--- config.mk ---
export PLATFORM = sky130hd
export DESIGN_NAME = kernel_window_feeder
export DESIGN_NICKNAME = d
export VERILOG_FILES = /design/src/rtl/spynet_pkg.sv /design/src/rtl/pixel_shift_reg.sv /design/src/rtl/kernel_window_feeder.sv
export SDC_FILE = /design/constraint.sdc
export NUM_CORES = 1
export LEC_CHECK = 0
export ABC_CLOCK_PERIOD_IN_PS = 17450
export CORE_MARGIN = 2
export CORE_UTILIZATION = 33
export CTS_CLUSTER_SIZE = 25
export DETAILED_ROUTE_END_ITERATION = 10
export PLACE_DENSITY_LB_ADDON = 0.15
export REMOVE_ABC_BUFFERS = 1
export SYNTH_ARGS = -nofsm -noshare
export SYNTH_HDL_FRONTEND = slang
export SYNTH_SLANG_ARGS = --single-unit
export TNS_END_PERCENT = 20
--- constraint.sdc ---
create_clock -name clk -period 17.45 [get_ports clk]
set_clock_uncertainty 0.05 [all_clocks]
set_input_delay 4.3625 -clock clk [delete_from_list [all_inputs] [get_ports clk]]
set_output_delay 4.3625 -clock clk [all_outputs]
set_load 0.005 [all_outputs]
--- src/rtl/spynet_pkg.sv ---
`default_nettype none
// +----------------------------------------------------------------------------+
// | Package : spynet_pkg                                                       |
// | Shared defaults, feeder state encoding and the window tap-slice helper.    |
// | Revision: 1.0                                                              |
// +----------------------------------------------------------------------------+
package spynet_pkg;

  localparam int c_BITS_DEFAULT   = 16;
  localparam int c_KERNEL_DEFAULT = 7;

  localparam int         c_ST_W      = 2;
  localparam logic [1:0] c_ST_FILL   = 2'd0;
  localparam logic [1:0] c_ST_STREAM = 2'd1;
  localparam logic [1:0] c_ST_FLUSH  = 2'd2;

  // LSB of tap i in a packed window; tap 0 (oldest) sits in the MSB slice.
  function automatic int win_slice(input int i, input int kernel, input int bits);
    return (kernel - 1 - i) * bits;
  endfunction

endpackage
`default_nettype wire

--- src/rtl/pixel_shift_reg.sv ---
`default_nettype none
// +----------------------------------------------------------------------------+
// | Module  : pixel_shift_reg                                                  |
// | KERNEL x BITS tap shift register with clear/preload-zero and flat output.  |
// | Revision: 1.0                                                              |
// +----------------------------------------------------------------------------+
module pixel_shift_reg
  import spynet_pkg::*;
#(
  parameter int BITS   = c_BITS_DEFAULT,
  parameter int KERNEL = c_KERNEL_DEFAULT
) (
  input  logic                   clk,
  input  logic                   rst,
  input  logic                   shift_en_i,
  input  logic [BITS-1:0]        shift_in_i,
  input  logic                   clear_i,
  input  logic                   preload_zero_i,
  output logic [KERNEL*BITS-1:0] win_o,
  output logic [KERNEL*BITS-1:0] win_next_o
);

  logic [KERNEL*BITS-1:0] win_q;
  logic [KERNEL*BITS-1:0] win_d;
  logic [KERNEL*BITS-1:0] w_shifted;

  // Window as it looks after one shift; the top registers this as its output word.
  always_comb begin
    w_shifted = '0;
    for (int i = 0; i < KERNEL - 1; i++) begin
      w_shifted[win_slice(i, KERNEL, BITS) +: BITS] =
        win_q[win_slice(i + 1, KERNEL, BITS) +: BITS];
    end
    w_shifted[win_slice(KERNEL - 1, KERNEL, BITS) +: BITS] = shift_in_i;
  end

  always_comb begin
    win_d = win_q;
    if (clear_i || preload_zero_i) begin
      win_d = '0;
    end else if (shift_en_i) begin
      win_d = w_shifted;
    end
  end

  always_ff @(posedge clk or posedge rst) begin
    if (rst) begin
      win_q <= '0;
    end else begin
      win_q <= win_d;
    end
  end

  assign win_o      = win_q;
  assign win_next_o = w_shifted;

endmodule
`default_nettype wire

--- src/rtl/kernel_window_feeder.sv ---
`default_nettype none
// +----------------------------------------------------------------------------+
// | Module  : kernel_window_feeder                                             |
// | Turns a pixel stream into sliding KERNEL-tap windows, one row at a time.   |
// | Optional zero "same" padding: define KERNEL_WINDOW_PAD_EN.                 |
// | Revision: 1.0                                                              |
// +----------------------------------------------------------------------------+
module kernel_window_feeder
  import spynet_pkg::*;
#(
  parameter int BITS      = c_BITS_DEFAULT,
  parameter int KERNEL    = c_KERNEL_DEFAULT,
  parameter int ROW_WIDTH = 64
) (
  input  logic                   clk,
  input  logic                   rst,
  input  logic [BITS-1:0]        pix_in,
  input  logic                   pix_valid,
  output logic                   pix_ready,
  output logic [KERNEL*BITS-1:0] data_out,
  output logic                   data_valid,
  input  logic                   data_ready,
  output logic                   data_last
);

  localparam int CNT_W  = $clog2(ROW_WIDTH + KERNEL);
  localparam int c_HALF = KERNEL / 2;
`ifdef KERNEL_WINDOW_PAD_EN
  localparam bit c_PAD = 1'b1;
`else
  localparam bit c_PAD = 1'b0;
`endif
  localparam bit         c_FLUSH_EN  = c_PAD && (c_HALF > 0);
  localparam int         c_FILL_N    = c_PAD ? c_HALF : KERNEL - 1;
  localparam logic [1:0] c_ROW_START = (c_FILL_N == 0) ? c_ST_STREAM : c_ST_FILL;

  localparam logic [CNT_W-1:0] c_FILL_LAST  = CNT_W'((c_FILL_N > 0) ? c_FILL_N - 1 : 0);
  localparam logic [CNT_W-1:0] c_LAST_COL   = CNT_W'(ROW_WIDTH - 1);
  localparam logic [CNT_W-1:0] c_LAST_FLUSH = CNT_W'(ROW_WIDTH + c_HALF - 1);
  localparam logic [CNT_W-1:0] c_ONE        = CNT_W'(1);

  logic [c_ST_W-1:0]      state_q, state_d;
  logic [CNT_W-1:0]       col_q, col_d;
  logic [KERNEL*BITS-1:0] data_out_q, data_out_d;
  logic                   data_valid_q, data_valid_d;
  logic                   data_last_q, data_last_d;

  logic                   w_slot;
  logic                   w_accept;
  logic                   w_shift_en;
  logic                   w_row_end;
  logic [BITS-1:0]        w_shift_val;
  logic [KERNEL*BITS-1:0] w_win;
  logic [KERNEL*BITS-1:0] w_win_next;

  // Output slot is free when nothing is held or the held word leaves this cycle.
  assign w_slot    = !data_valid_q || data_ready;
  assign pix_ready = !rst && (state_q != c_ST_FLUSH) && w_slot;
  assign w_accept  = pix_valid && pix_ready;

  pixel_shift_reg #(
    .BITS   (BITS),
    .KERNEL (KERNEL)
  ) u_shift (
    .clk            (clk),
    .rst            (rst),
    .shift_en_i     (w_shift_en),
    .shift_in_i     (w_shift_val),
    .clear_i        (w_row_end && !c_PAD),
    .preload_zero_i (w_row_end && c_PAD),
    .win_o          (w_win),
    .win_next_o     (w_win_next)
  );

  always_comb begin
    state_d      = state_q;
    col_d        = col_q;
    data_out_d   = data_out_q;
    data_valid_d = data_valid_q;
    data_last_d  = data_last_q;
    w_shift_en   = 1'b0;
    w_shift_val  = pix_in;
    w_row_end    = 1'b0;

    if (data_valid_q && data_ready) begin
      data_valid_d = 1'b0;
      data_last_d  = 1'b0;
    end

    case (state_q)
      c_ST_FILL: begin
        if (w_accept) begin
          w_shift_en = 1'b1;
          col_d      = col_q + c_ONE;
          if (col_q == c_FILL_LAST) begin
            state_d = c_ST_STREAM;
          end
        end
      end
      c_ST_STREAM: begin
        if (w_accept) begin
          w_shift_en   = 1'b1;
          data_out_d   = w_win_next;
          data_valid_d = 1'b1;
          data_last_d  = 1'b0;
          col_d        = col_q + c_ONE;
          if (col_q == c_LAST_COL) begin
            if (c_FLUSH_EN) begin
              state_d = c_ST_FLUSH;
            end else begin
              data_last_d = 1'b1;
              w_row_end   = 1'b1;
              col_d       = '0;
              state_d     = c_ROW_START;
            end
          end
        end
      end
      c_ST_FLUSH: begin
        // col keeps counting past the row end to pace the trailing zero taps.
        if (w_slot) begin
          w_shift_en   = 1'b1;
          w_shift_val  = '0;
          data_out_d   = w_win_next;
          data_valid_d = 1'b1;
          data_last_d  = 1'b0;
          col_d        = col_q + c_ONE;
          if (col_q == c_LAST_FLUSH) begin
            data_last_d = 1'b1;
            w_row_end   = 1'b1;
            col_d       = '0;
            state_d     = c_ROW_START;
          end
        end
      end
      default: begin
        w_row_end = 1'b1;
        col_d     = '0;
        state_d   = c_ROW_START;
      end
    endcase
  end

  always_ff @(posedge clk or posedge rst) begin
    if (rst) begin
      state_q      <= c_ROW_START;
      col_q        <= '0;
      data_out_q   <= '0;
      data_valid_q <= 1'b0;
      data_last_q  <= 1'b0;
    end else begin
      state_q      <= state_d;
      col_q        <= col_d;
      data_out_q   <= data_out_d;
      data_valid_q <= data_valid_d;
      data_last_q  <= data_last_d;
    end
  end

  assign data_out   = data_out_q;
  assign data_valid = data_valid_q;
  assign data_last  = data_last_q;

  logic w_unused;
  assign w_unused = ^w_win;

endmodule
`default_nettype wire

==> run summary <==
total grt overflow - 0
Yosys Warn Count - 0
Multi-input gate area - 2390 sq um
post-CTS setup buffers - 0
leading cell type in the layout, fill and taps excluded - dfrtp_1
Ports - 135
worst slack, placed - 7.45 ns
Hold-fix buffers, CTS - 0
CP cell instances - clkdlybuf4s50_1 -> nor2_1 -> clkdlybuf4s50_1
PortBufs - 134
Least-Margin Pin Slew - 1.17 ns
worst r2r path cells - 4
Routed Antenna Nets - 0
vias in the first global route - 5105
Max FO, Critical Path - 4
Layout area overhead - 29.5%
Synth Instances - 504
CTS buffer count - 25
CP required - 13.04 ns
slowest library cell on the worst path - clkdlybuf4s50_1
Worst-path clk slew - 0.05 ns
Worst Hold Class - flop to flop
commonest non-fill, non-tap cells in the layout - dfrtp_1 (218), clkdlybuf4s50_1 (134), a22o_1 (96), mux2_2 (91), clkbuf_16 (25)
top post-synthesis cells by area - dfrtp_1 (68%), mux2_2 (13%), a22o_1 (10%), mux2_1 (3.2%), buf_2 (0.75%)
first-pass GRT wire length - 27800 um
Final Max Tran Viols - 0
hold depth - 1
WS Path Type - primary input to output port
Yosys top cell by area - dfrtp_1
Final Critical Period - 9.99 ns
ratio of cells with drive above 1 in the final layout - 21.6%
CP Data Arrival Time - 5.58 ns
die height - 160 um
Pre-Repair DR Iteration Count - 4
CTS tree - done
Initial Utilization - 33.4%
Yosys reg bits - 218
r2r startpoint - data_valid$_DFF_PP0_
all-layer global routing usage - 13.1%
clk buf depth - 3
DR iter-0 viols - 196
Rows - 57
fin util - 43.2%
DRC - 0
r2r endpoint - data_out[89]$_DFFE_PP0P_
antenna violations before repair - 0
register area share after synthesis - 67.8%
final hold violation count - 0
worst rel slew slack - 21.8%
Yosys cell types - 29
final worst path period share - 57.2%
Via Count - 4715
peak supply drop - 0.0739 mV
r2r setup slk - 14.70 ns
routed length per instance - 16.9 um
crit-path max cell delay - 0.54 ns
Leak - 4.70 nW
Pwr Density - 168 nW/um^2
RSZ-0062 raised after global routing - false
min-delay src - data_out[43]$_DFFE_PP0P_
Startpoint Class - primary input
hpwl dp - 9380 um
fillers - 2244
top-area cell type share of the netlist area - 67.8%
GPL Wtd Cong - 0.743
hold_ws - 0.438 ns
# H-tree levels - 1
DR vias/cell - 4.83
Setup-failing EPs final - 0
Worst Slack Setup Final - 7.46 ns
Antenna diodes - 0
syn avg cell area - 16.0 sq um
achievable frequency - 100 MHz
final wirelength - 16400 um
most used cell, CP - clkdlybuf4s50_1
Cell Area, Synth - 8050 sq um
post-CTS sizing - 0
chip width - 160 um
pin count of the biggest net entering global routing - 139
core footprint - 24100 sq um
Worst Hold Endpoint - data_out[43]$_DFFE_PP0P_
status - complete, no violations
# nets final - 657
CTS root buffer - clkbuf_16
# clock sinks - 218
CP endpoint kind - output port
setup TNS - 0 ns
Reg area - 5460 sq um
number of max-cap violations - 0
die area - 25600 sq um
worst skew pair latency - 0.50 ns
[report_power, final]
part	switching (W)	internal, W
Sequential	0.000112	0.000683
Clock	0.000197	0.000291
Combinational	0.000147	0.000323
[worst max-delay path, delay by kind of cell]
kind / cells / cell delay [ns]
buffers and inverters: 2 / 1.05
and+or+nand+nor: 1 / 0.17
[cells in the mapped netlist]
cell type  number
and4_1          1
nand2_1         8
and4b_1         1
ha_1            2
nor3_1          2
a31oi_1         1
xor2_1          1
buf_2          12
mux2_1         23
nand3_1         2
xnor2_1         3
nor2_4          1
buf_4           7
and4_4          1
inv_1           2
buf_1           2
and3_1          1
mux2_2         91
o31ai_1         1
nor2_1          6
buf_6           5
dfrtp_1       218
nand2b_1        3
a31o_2          1
clkbuf_1        8
a21oi_1         1
nor4_1          2
nor2b_1         2
a22o_1         96
[routing by layer]
layer / vias to the layer above / share of wire (%) / global-route usage, %
met3: 22 / 5.5 / 3.19
met4: 0 / 1.6 / 3.40
li1: 2120 / - / -
met5: - / 0 / 0
met2: 106 / 48 / 21.5
met1: 2467 / 45 / 17.6
[metrics by stage]
stage,cell area (sq um),std cells,power (W)
after global routing,10400,976,0.00187
after floorplan,7840,470,0.000992
after CTS,10400,976,0.00179
after global placement,9640,932,0.00127
final,10400,976,0.00175
after detailed placement,9640,932,0.00128
[final cells by class]
class	instances	share of cell area [%]
repair buffers	138	13.2
well taps	324	3.89
multi-input cells	250	22.9
flip-flops and latches	218	52.4
clock inverters	8	0.432
clock buffers	36	7.07
inverters	2	0.144
[registers in the layout, indices dropped and copies added (netlist names)]
register and flops:
col_q 7, data_last 1, u_shift.win_o 96, data_out 112
state_q 1, data_valid 1
[logic make-up after synthesis]
group | after synthesis | synth area share, %
flip-flops | 218 | 67.8
XOR/XNOR | 4 | 0.436
adder cells (fa/ha/maj) | 2 | 0.311
AO/OA/AOI/OAI | 100 | 10.8
AND/OR/NAND/NOR | 30 | 2.04
multiplexers | 114 | 16.0
buffers and inverters | 36 | 2.66
[worst max-delay path by stage]
| stage | from | end | cells past startpoint |
|---|---|---|---|
| final | rst | pix_ready | 3 |
| after global routing | rst | pix_ready | 3 |
| after CTS | rst | pix_ready | 3 |
| after detailed placement | rst | pix_ready | 3 |
| after global placement | rst | pix_ready | 3 |
| after floorplan | rst | col_q[0]$_DFFE_PP0P_ | 1 |
Power figures use the tool's default switching activity.
